**src/rtl/seg_display_scanner.sv**
```systemverilog
// Multiplexed N-digit 7-segment display scanner with double-buffered display data.
// One digit is lit per slot. Each slot starts with a blank gap to prevent ghosting.
module seg_display_scanner #(
    parameter int unsigned NUM_DIGITS = 6,
    parameter int unsigned SCAN_DIV   = 50000,
    parameter int unsigned GAP_CYCLES = 500
) (
    input  logic                      Clock,
    input  logic                      Reset,
    input  logic                      WrEn,
    input  logic [4*NUM_DIGITS-1:0]   WrData,
    input  logic [NUM_DIGITS-1:0]     DpMask,
    input  logic [NUM_DIGITS-1:0]     BlankMask,
    output logic [7:0]                Segment,
    output logic [NUM_DIGITS-1:0]     Digital,
    output logic                      FrameDone
);

    localparam int unsigned DATA_W = 4 * NUM_DIGITS;
    localparam int unsigned CNT_W  = $clog2(SCAN_DIV);
    localparam int unsigned IDX_W  = (NUM_DIGITS > 1) ? $clog2(NUM_DIGITS) : 1;

    typedef enum logic {
        GAP   = 1'b0,
        DRIVE = 1'b1
    } state_t;

    state_t                  state_q, state_d;
    logic [CNT_W-1:0]        cnt_q, cnt_d;
    logic [IDX_W-1:0]        idx_q, idx_d;
    logic [DATA_W-1:0]       pend_data_q, pend_data_d;
    logic [NUM_DIGITS-1:0]   pend_dp_q, pend_dp_d;
    logic [NUM_DIGITS-1:0]   pend_blank_q, pend_blank_d;
    logic [DATA_W-1:0]       act_data_q, act_data_d;
    logic [NUM_DIGITS-1:0]   act_dp_q, act_dp_d;
    logic [NUM_DIGITS-1:0]   act_blank_q, act_blank_d;
    logic [7:0]              seg_q, seg_d;
    logic [NUM_DIGITS-1:0]   dig_q, dig_d;
    logic                    frame_done_q, frame_done_d;

    logic                    cnt_wrap_c;
    logic                    frame_end_c;
    logic [3:0]              nib_c;
    logic                    dp_sel_c;
    logic                    blank_sel_c;

    // Active-high g..a segment pattern for a hex nibble
    function automatic logic [6:0] hex_to_seg(input logic [3:0] h);
        logic [6:0] p;
        case (h)
            4'h0: p = 7'h3F;
            4'h1: p = 7'h06;
            4'h2: p = 7'h5B;
            4'h3: p = 7'h4F;
            4'h4: p = 7'h66;
            4'h5: p = 7'h6D;
            4'h6: p = 7'h7D;
            4'h7: p = 7'h07;
            4'h8: p = 7'h7F;
            4'h9: p = 7'h6F;
            4'hA: p = 7'h77;
            4'hB: p = 7'h7C;
            4'hC: p = 7'h39;
            4'hD: p = 7'h5E;
            4'hE: p = 7'h79;
            default: p = 7'h71;
        endcase
        return p;
    endfunction

    // Select the current digit's nibble and mask bits from the active buffer
    always_comb begin
        nib_c       = 4'h0;
        dp_sel_c    = 1'b0;
        blank_sel_c = 1'b1;
        for (int i = 0; i < int'(NUM_DIGITS); i++) begin
            if (IDX_W'(i) == idx_q) begin
                nib_c       = act_data_q[4*i +: 4];
                dp_sel_c    = act_dp_q[i];
                blank_sel_c = act_blank_q[i];
            end
        end
    end

    always_comb begin
        cnt_wrap_c   = (cnt_q == CNT_W'(SCAN_DIV - 1));
        frame_end_c  = cnt_wrap_c && (idx_q == IDX_W'(NUM_DIGITS - 1));

        state_d      = state_q;
        cnt_d        = cnt_q + CNT_W'(1);
        idx_d        = idx_q;
        pend_data_d  = pend_data_q;
        pend_dp_d    = pend_dp_q;
        pend_blank_d = pend_blank_q;
        act_data_d   = act_data_q;
        act_dp_d     = act_dp_q;
        act_blank_d  = act_blank_q;
        seg_d        = 8'hFF;
        dig_d        = '1;
        frame_done_d = 1'b0;

        if (cnt_wrap_c) begin
            cnt_d = '0;
            idx_d = (idx_q == IDX_W'(NUM_DIGITS - 1)) ? '0 : idx_q + IDX_W'(1);
        end

        case (state_q)
            GAP:   if (cnt_q == CNT_W'(GAP_CYCLES - 1)) state_d = DRIVE;
            DRIVE: if (cnt_wrap_c)                      state_d = GAP;
        endcase

        if (WrEn) begin
            pend_data_d  = WrData;
            pend_dp_d    = DpMask;
            pend_blank_d = BlankMask;
        end

        // A write on the boundary cycle bypasses pending so it shows this frame
        if (frame_end_c) begin
            act_data_d   = WrEn ? WrData    : pend_data_q;
            act_dp_d     = WrEn ? DpMask    : pend_dp_q;
            act_blank_d  = WrEn ? BlankMask : pend_blank_q;
            frame_done_d = 1'b1;
        end

        if (state_q == DRIVE) begin
            dig_d = ~(NUM_DIGITS'(1) << idx_q);
            seg_d = blank_sel_c ? 8'hFF : ~{dp_sel_c, hex_to_seg(nib_c)};
        end
    end

    always_ff @(posedge Clock or negedge Reset) begin
        if (!Reset) begin
            state_q      <= GAP;
            cnt_q        <= '0;
            idx_q        <= '0;
            pend_data_q  <= '0;
            pend_dp_q    <= '0;
            pend_blank_q <= '1;
            act_data_q   <= '0;
            act_dp_q     <= '0;
            act_blank_q  <= '1;
            seg_q        <= 8'hFF;
            dig_q        <= '1;
            frame_done_q <= 1'b0;
        end else begin
            state_q      <= state_d;
            cnt_q        <= cnt_d;
            idx_q        <= idx_d;
            pend_data_q  <= pend_data_d;
            pend_dp_q    <= pend_dp_d;
            pend_blank_q <= pend_blank_d;
            act_data_q   <= act_data_d;
            act_dp_q     <= act_dp_d;
            act_blank_q  <= act_blank_d;
            seg_q        <= seg_d;
            dig_q        <= dig_d;
            frame_done_q <= frame_done_d;
        end
    end

    assign Segment   = seg_q;
    assign Digital   = dig_q;
    assign FrameDone = frame_done_q;

endmodule

```
**config.mk**
```make
export PLATFORM = sky130hd
export DESIGN_NAME = seg_display_scanner
export DESIGN_NICKNAME = d
export VERILOG_FILES = /design/src/rtl/seg_display_scanner.sv
export SDC_FILE = /design/constraint.sdc
export NUM_CORES = 1
export LEC_CHECK = 0
export ABC_AREA = 1
export BUFFER_PORTS_ARGS = -buffer_cell sky130_fd_sc_hd__buf_2
export CORE_MARGIN = 5
export CORE_UTILIZATION = 55
export CTS_BUF_LIST = sky130_fd_sc_hd__clkbuf_8
export CTS_CLUSTER_SIZE = 16
export DETAILED_ROUTE_END_ITERATION = 12
export PLACE_DENSITY = 0.79
export SETUP_SLACK_MARGIN = 0.1
export SYNTH_ARGS = -nofsm -noshare
export SYNTH_HDL_FRONTEND = slang
export SYNTH_SLANG_ARGS = --single-unit
```
**constraint.sdc**
```tcl
create_clock -name Clock -period 2.4 [get_ports Clock]
set_clock_uncertainty 0.2 [all_clocks]
set_input_delay 0.24 -clock Clock [delete_from_list [all_inputs] [get_ports Clock]]
set_output_delay 0.24 -clock Clock [all_outputs]
set_load 0.02 [all_outputs]
```
# After elaboration in Yosys (flattened, before gate mapping)
# Memory sizes are Yosys's and may differ from the RTL's.
# Index checks and enable logic that the tools add are counted.
# totals
romBits	112
output_inout_bits	15
wordCells	60
reg_bits	107
inputBits	39
mem_count	1
# op_classes
mux	31
n_eq_ne	8
n_reduce_logical	2
bitwise_logic	3
add_sub_neg	2
shifts	1
# mem_list
memory	words	word_bits	rd	rd_clocked_by_memory_dff	write_ports	line_no	rtl
(name not given)	16	7	1	0	0	50	case (h)
# op_table
operator	count
24-bit 2-to-1 mux	1
4-bit 2-to-1 mux	6
6-bit 2-to-1 mux	3
16-bit by 1-bit adder with 16-bit output, second input constant	1
16-bit == test, second input constant	1
16-bit by 9-bit == test with 1-bit output, second input constant	1
16-bit 2-to-1 mux	1
8-bit 2-to-1 mux	2
1-bit 2-to-1 mux	15
8-bit NOT	1
7-bit 2-to-1 mux	1
2-bit by 3-bit == test with 1-bit output, first input constant	2
3-bit == test, first input constant	2
6-bit NOT	1
1-bit by 3-bit left shift with 6-bit output, first input constant	1
3-bit by 1-bit adder with 3-bit output, second input constant	1
1-bit by 3-bit == test with 1-bit output, first input constant	1
3-bit == test, second input constant	1
3-bit logical NOT	1
3-bit 2-to-1 mux	1
1-bit case mux with 2 select lines	1
1-bit logical AND	1
1-bit NOT	1

# Depth between registers and ports, before layout
# Gate-level depths: netlist (run 1).
# An unclocked memory read counts as a cell.
# logic_depth
word_depth	12
ltp_mapped	16
ltp_nobuf	14

# Worst setup path before layout (run 1)
# OpenSTA, ideal clock, no wires.
# synth_timing
path_kind	reg-to-reg
from	register idx_q[2]
to	register seg_q[0], in the netlist Segment[0]
period_less_slack_ns	2.439
slack_ns	-0.039
path_stages_with_launch	15
path_buffers	2
required_time_ns	2.114
arrival_time_ns	2.153
setup_ns	0.086
cell_sequence	dfrtp_1 > inv_1 > buf_4 > ha_1 > clkbuf_1 > a21oi_1 > nand2_1 > nand2_1 > nand2_1 > inv_1 > ha_1 > inv_1 > nand3_1 > nand3_1 > nand3_1
# synth_via
elab_chain_len	12
word_cells_on_any_way	23
classes_between	5 x eq/ne; 15 x mux; 1 x bitwise; 1 x reduce/logical; 1 x memory
# synth_rtl
element	line_no	rtl
start, declared	30	logic [IDX_W-1:0] idx_q, idx_d;
start signal, assigned	149	idx_q <= idx_d;
3-bit logical NOT	77	if (IDX_W'(i) == idx_q) begin
4-bit 2-to-1 mux (6 in series)	77	
memory read 16 x 7 bit	--	
7-bit 2-to-1 mux	126	if (state_q == DRIVE) begin
8-bit NOT	128	seg_d = blank_sel_c ? 8'hFF : ~{dp_sel_c, hex_to_seg(nib_c)};
8-bit 2-to-1 mux *	128	
8-bit 2-to-1 mux *	126	
named net seg_d[0]	37	logic [7:0] seg_q, seg_d;
end signal, assigned	156	seg_q <= seg_d;
end, declared	37	
# Mark *: on every way through the listed nets, which the timed path passes. The rest lies on a longest branch. The select of a mux whose other input is x is not followed.
# A chain may end at the register's enable or synchronous reset.

# Worst setup path after layout (run 1)
# layout_timing
from	register idx_q[2]
to	register seg_q[1], in the netlist Segment[1]
# The elaborated chain is that of the path after synthesis.

==> flow_summary_export.csv, run 1 <==
group,metric,value,unit
die,die_h,105,um
synth,synth_seq_area_share,55.1,%
synth,synth_fp_nets,640,
setup_path,path_cells,"inv_4, nor3_4, inv_2, nor2_1, nor2_1, nand2_1, nand2_2, inv_1, ha_1, nand3_1, nand2_1, inv_1, nand2_1",
pwr,p_leak,2.91,nW
die,die_w,105,um
pwr,power.density,520,mW/mm2
synth,syn_inst,593,
synth,synth_ff_type,"dfrtp_1",
routing,ant_nets,0,
synth,synth_edf_count,0,
sta,slew-limit-headroom,68.5,%
status,status,"complete, no violations",
routing,dr.pass1.iters,5,
setup_path,ff2ff_path_depth,13,
setup_path,cp_max_fo,6,
setup_path,path_class,"register to register",
clock_tree,clock_latency,0.36,ns
routing,wirelength,11000,um
clock_tree,clk_pin_slew,0.10,ns
clock_tree,h-tree-depth,3,
synth,syn_area,0.00492,mm2
hold_path,hp-class,"input pin to asynchronous set/reset pin",
layout,fin_nets,739,
setup_path,cp_slowest_cell,"dfrtp_1",
grt,grt.overflow.total,0,
layout,drive_gt1_share,20.8,%
setup_path,cp_data_required_time,2.49,ns
die,coreArea,0.00872,mm2
grt,grtUsageTotal,20.7,%
run,cap_violations,0,
routing,routed_via_density,5.21,
clock_tree,clock_path_buffers,2,
clock_tree,cts_root_buffer,"clkbuf_8",
setup_path,r2r_start,"idx_q[2]$_DFFE_PN0N_",
setup_path,path_delay_family,"simple AND/OR/NAND/NOR gates",
grt,grt_pass1_vias,4107,
setup_path,cp.depth,13,
pwr,finalPower,3.10,mW
synth,yosys_warnings,0,
routing,drtIter0Drc,283,
setup_path,cp-start-kind,"register",
sta,slew_violations,0,
routing,drc_errors,0,
grt,grt_max_degree,38,
setup_path,crit_arrival,2.29,ns
sta,hold_viol,0,
routing,dr_total_vias,4198,
synth,async_reset_ff_share,100,%
synth,avgSynthCellArea,8.30,um2
setup_path,cp-end-kind,"register",
sta,setup_viol,0,
setup_path,max_stage_delay,0.42,ns
die,num_io_pins,54,
die,rows,34,
routing,routedWlPerCell,13.7,um
setup_path,crit_path_frequent_cell,"nand2_1",
setup_path,timing.rr.end,"Segment[1]$_DFF_PN1_",
layout,area_growth,21.2,%
sta,timing.fmax,0.455,GHz
placement,dpl.hpwl,7530,um
placement,gp_congestion,0.913,
setup_path,rrSetupSlack,0.20,ns
layout,diodes,0,
grt,grt_pass1_wl,18900,um
setup_path,cp_num_buf_inv,4,
grt,antenna_found_initial,0,
sta,tns,0,ns
die,die-area,0.0109,mm2
synth,synth_cell_types,34,
sta,period_share,91.5,%
clock_tree,cts_sinks,107,
sta,worst_pin_slew,0.472,ns
sta,rsz0062_at_grt,"no",
synth,ys_ff_latch,107,
die,initial_utilization,56.4,%
pwr,ir_drop,464,uV
sta,layout_min_cycle_time,2.20,ns
placement,io_buffer_count,53,
clock_tree,cts_buffers,9,
clock_tree,cts_tree,"built",
==> worst max-delay path by stage <==
stage                                     from              endpoint  slack [ns]
after floorplan           idx_q[2]$_DFFE_PN0N_  Segment[0]$_DFF_PN1_        0.17
after CTS                 idx_q[1]$_DFFE_PN0N_  Segment[3]$_DFF_PN1_        0.10
final                     idx_q[2]$_DFFE_PN0N_  Segment[1]$_DFF_PN1_        0.20
after global placement    idx_q[0]$_DFFE_PN0N_  Segment[3]$_DFF_PN1_        0.17
after detailed placement  idx_q[0]$_DFFE_PN0N_  Segment[3]$_DFF_PN1_       0.001
after global routing      idx_q[2]$_DFFE_PN0N_  Segment[1]$_DFF_PN1_        0.08
==> Yosys cell counts (2+ instances only) <==
cell      number  area [um2]
a21oi_1       11        55.1
a21oi_4        2        32.5
buf_2          3        15.0
buf_4          7        52.6
clkbuf_1      10        37.5
dfrtp_1       81        2030
dfstp_2       26         683
ha_1           8         100
inv_1         38         143
inv_2          4        15.0
nand2_1      269        1010
nand2_2        4        25.0
nand2_4        2        22.5
nand3_1       45         225
nand4_1        9        56.3
nor2_1        35         131
nor2_2         3        18.8
nor2_4         2        22.5
nor3_1         4        20.0
nor3_4         2        32.5
nor4_1         2        12.5
o21ai_0       11        55.1
o21ai_1        2        10.0
xor2_1         3        26.3
==> kinds of logic (layout without fill, tap and decap cells) <==
kind of cell | after synthesis | count (layout) | synth area share, %
AOI/OAI and AO/OA | 30 | 30 | 3.74
and+or+nand+nor | 381 | 381 | 33.0
DFF | 107 | 107 | 55.1
buffers and inverters | 63 | 167 | 5.42
xor gates and xnor gates | 4 | 4 | 0.712
adders and majority gates | 8 | 8 | 2.03
==> worst reg2reg max path, cell delays in order, from the launching register on <==
cell     delay (ns)
dfrtp_1        0.42
inv_4          0.09
nor3_4         0.28
inv_2          0.13
nor2_1         0.13
nor2_1         0.06
nand2_1        0.09
nand2_2        0.08
inv_1          0.15
ha_1           0.28
nand3_1        0.10
nand2_1        0.05
inv_1          0.06
nand2_1        0.05
==> metrics by stage <==
stage / std cells / instance area (um2) / util (%) / hold WS [ns] / setup WS, ns
2_1_floorplan: 593 / 4920 / - / -0.256 / 0.174
3_3_place_gp: 749 / 5360 / 61.4 / 0.0197 / 0.169
3_5_place_dp: 749 / 5360 / 61.4 / 0.0271 / 0.00137
4_1_cts: 803 / 5920 / 67.9 / 0.171 / 0.101
5_1_grt: 805 / 5960 / 68.4 / 0.202 / 0.0837
6_report: 805 / 5960 / 68.4 / 0.177 / 0.204
==> final cells by class <==
class                      instances  area, um2
multi-input combinational        423       1970
sequential                       107       2710
inverter                          43        164
tap                              108        135
clock inverter                     6       41.3
clock buffer                      10        138
fill                             685       2760
timing repair buffer             108        806
==> power breakdown <==
group	internal (mW)	leakage (nW)	total (mW)	switching, mW
clock network	0.409	0.0959	1.01	0.605
registers	1.86	1.18	1.88	0.0147
logic	0.0935	1.63	0.210	0.116
total	2.36	2.91	3.10	0.736
==> sequential cells by signal, indices dropped and copies added (netlist names) <==
register and cells:
act_data_q 24, pend_data_q 24, cnt_q 16, Segment 8, Digital 6, act_blank_q 6, act_dp_q 6, pend_blank_q 6
pend_dp_q 6, idx_q 3, FrameDone 1, state_q 1
==> cell usage in the layout (no fill, tap or decap), drive strengths merged, types with 2 or more instances in the layout <==
| master | n |
|---|---|
| nand2 | 275 |
| dfrtp | 81 |
| buf | 71 |
| nand3 | 46 |
| inv | 46 |
| nor2 | 40 |
| dlygate4sd3 | 37 |
| dfstp | 26 |
| a21oi | 13 |
| o21ai | 13 |
| clkbuf | 10 |
| nand4 | 10 |
| ha | 8 |
| nor3 | 7 |
| xor2 | 3 |
| nor4 | 2 |
| clkinv | 2 |
==> layer usage <==
metal | wire, um | global-route usage [%]
met5 | 0 | 0
met2 | 5620 | 35.3
met3 | 644 | 4.38
met1 | 4560 | 27.0
met4 | 219 | 5.66
==> timing repair <==
action / 4_1_cts / 5_1_grt
hold endpoints to repair: 81 / 0
pin swaps: 0 / 1
setup buffers: 1 / 2
resized for setup: 6 / 9
setup endpoints to repair: 3 / 34
hold buffers: 37 / 0
No activity file was read; power rests on OpenSTA's default activity.
==> run 2, diff against run 1 <==
--- a/config.mk
+++ b/config.mk
@@ -5,7 +5,6 @@
 export SDC_FILE = /design/constraint.sdc
 export NUM_CORES = 1
 export LEC_CHECK = 0
-export ABC_AREA = 1
 export BUFFER_PORTS_ARGS = -buffer_cell sky130_fd_sc_hd__buf_2
 export CORE_MARGIN = 5
 export CORE_UTILIZATION = 55
==> run 2 against run 1 <==
The flow now finishes with violations (negative setup slack). Global-route usage fell by 2.2 points. Sequential share of layout area fell by 1.1 points. Critical path depth fell by 6. Sequential power barely moved. Largest power group unchanged.
==> flow_summary_export.csv, run 2 <==
group,metric,value,unit
run,cap_violations,0,
pwr,ir_drop,288,uV
clock_tree,cts_tree,"built",
sta,rsz0062_at_grt,"yes",
die,die_h,104,um
routing,routedWlPerCell,16.7,um
synth,synth_fp_nets,405,
die,die-area,0.0109,mm2
layout,diodes,0,
synth,syn_inst,358,
layout,fin_nets,520,
synth,yosysMostFrequentCell,"dfrtp_1",
grt,antenna_found_initial,0,
layout,final_cell_mix,"dfrtp_1, buf_2, mux2_2",
status,violations,"negative setup slack",
sta,period_share,101,%
routing,routed_via_density,5.41,
grt,grt.overflow.total,0,
setup_path,path_class,"register to register",
synth,ys_ff_latch,107,
hold_path,hp-class,"input pin to asynchronous set/reset pin",
placement,dpl.hpwl,6320,um
pwr,p_leak,2.67,nW
setup_path,path_cells,"mux2_4, a221o_1, a31oi_4, buf_4, ha_1, nor2b_1, o311ai_1",
grt,grt_pass1_vias,3286,
sta,worst_pin_slew,0.537,ns
setup_path,cp_data_required_time,2.48,ns
die,die_w,104,um
synth,synth_top_area_share,41.3,%
synth,synth_ff_type,"dfrtp_1",
clock_tree,clk_pin_slew,0.10,ns
placement,gp_congestion,0.864,
synth,synth_seq_area_share,55.2,%
clock_tree,cts_root_buffer,"clkbuf_8",
sta,setup_slack,-0.0340,ns
synth,yosys_warnings,0,
routing,drtIter0Drc,163,
pwr,power.density,499,mW/mm2
sta,layout_min_cycle_time,2.43,ns
synth,synth_xor_area_share,2.68,%
die,rows,34,
clock_tree,clock_path_buffers,2,
clock_tree,cts_sinks,107,
die,num_io_pins,54,
synth,syn_area,0.00491,mm2
status,status,"complete, but fails checks",
grt,grt_pass1_wl,16400,um
synth,async_reset_ff_share,100,%
sta,slew_violations,0,
routing,dr.pass1.iters,6,
setup_path,cp-start-kind,"register",
synth,avgSynthCellArea,13.7,um2
sta,slew-limit-headroom,64.2,%
sta,hold_viol,0,
die,coreArea,0.00872,mm2
routing,ant_nets,0,
setup_path,cp_num_buf_inv,1,
clock_tree,h-tree-depth,3,
synth,ys_top_cells_by_count,"dfrtp_1, mux2_2, mux2_4",
synth,synth_top_family_by_area,"multiplexers",
synth,synth_top_area_cell,"dfrtp_1",
grt,grt_max_degree,108,
synth,synth_compound_area_share,4.69,%
clock_tree,clock_latency,0.37,ns
layout,final_util,70.0,%
layout,drive_gt1_share,47.7,%
synth,synthMuxAreaShare,22.5,%
synth,synth_area_leaders,"dfrtp_1, dfstp_2, mux2_2, mux2_4, ha_1",
clock_tree,cts_buffers,9,
layout,final_common_cell,"dfrtp_1",
setup_path,cp_max_fo,5,
setup_path,max_stage_delay,0.45,ns
sta,setup_viol,1,
placement,io_buffer_count,53,
sta,timing.fmax,0.411,GHz
synth,synth_edf_count,0,
setup_path,cp-end-kind,"register",
layout,largestRegisters,"act_data_q x24, pend_data_q x24, cnt_q x16",
die,initial_utilization,56.3,%
grt,grtUsageTotal,18.6,%
placement,dpl.cell_count,527,
setup_path,path_delay_family,"compound AO/OA/AOI/OAI gates",
layout,stdcell_count,586,
routing,wirelength,9760,um
setup_path,crit_arrival,2.51,ns
layout,area_growth,24.5,%
routing,dr_total_vias,3173,
synth,synth_simple_gate_area_share,9.20,%
setup_path,cp_slowest_cell,"dfrtp_2",
routing,drc_errors,0,
layout,nFillCells,565,
synth,synth_fa_ha_area_share,2.04,%
placement,pre_cts_slack,-0.107,ns
synth,synth_cell_types,49,
==> run 2: cell types whose count changed after synthesis, moves of 5 or more <==
cell	change
mux2i_1	+10
nor2_1	-18
buf_4	-7
nand2b_1	+5
nand2_1	-253
mux2_4	+30
a21oi_1	-10
xnor2_1	+8
mux2_2	+48
clkbuf_1	-5
inv_1	-30
nand3_1	-32
==> run 2: stage by stage <==
step / TNS, ns / area (um2) / hold slack, ns / total power [mW]
floorplan: -1.74 / 4980 / -0.256 / 2.00
global placement: -0.0196 / 5420 / 0.149 / 2.09
detailed placement: -0.213 / 5420 / 0.154 / 2.09
CTS: 0 / 6010 / 0.285 / 3.07
global route: -0.115 / 6110 / 0.323 / 3.18
finish: -0.0340 / 6110 / 0.273 / 3.05
==> run 2: final timing paths <==
check	start	slack, ns	depth (start not counted)	end
min in group Clock	pend_data_q[23]$_DFF_PN0_	0.30	1	pend_data_q[23]$_DFF_PN0_
max in group asynchronous	Reset	1.30	3	idx_q[0]$_DFFE_PN0N_
hold reg to reg	pend_data_q[23]$_DFF_PN0_	0.30	1	pend_data_q[23]$_DFF_PN0_
setup reg to reg	idx_q[0]$_DFFE_PN0N_	-0.03	7	Segment[3]$_DFF_PN1_
setup / recovery	idx_q[0]$_DFFE_PN0N_	-0.03	7	Segment[3]$_DFF_PN1_
hold / removal	Reset	0.27	3	pend_dp_q[5]$_DFF_PN0_
==> run 2: cells by family (layout without fill, tap and decap cells) <==
family | count (synthesis) | after routing
flops | 107 | 107
mux | 89 | 89
simple gates | 84 | 84
compound gates | 30 | 30
buf+inv | 25 | 145
xor+xnor | 15 | 15
fa+ha+maj | 8 | 8
==> run 2: tightest hold or removal path, stage by stage <==
cell and delay, ns:
dlygate4sd3_1 0.53, buf_4 0.12, buf_12 0.41
==> run 2: power by group <==
part / switching, mW / internal, mW / leakage [nW]
Combinational: 0.0942 / 0.122 / 1.26
Sequential: 0.0145 / 1.87 / 1.32
Clock: 0.579 / 0.366 / 0.0914
Total: 0.687 / 2.36 / 2.67
==> run 2: repair_timing <==
action | 4_1_cts | 5_1_grt
resized for setup | 12 | 10
setup endpoints to repair | 6 | 33
hold endpoints to repair | 117 | 0
pin swaps | 8 | 5
buffers inserted | 3 | 2
cloned | 0 | 1
hold buffers | 37 | 0
==> run 2: final cells by class <==
type	instances	area, um2	area share (%)
Clock inverter	7	38.8	0.635
Inverter	8	30.0	0.492
Multi-Input combinational cell	226	2140	35.0
Clock buffer	9	124	2.03
Timing Repair Buffer	121	932	15.3
Tap cell	108	135	2.21
Sequential cell	107	2710	44.4
==> run 2: metal layers <==
metal	up-vias	part of all wire, %	GRT usage, %
met5	-	0	0
met4	0	1.3	5.74
met3	11	3.5	4.90
met2	52	51	30.6
met1	1604	44	23.9
li1	1506	-	-
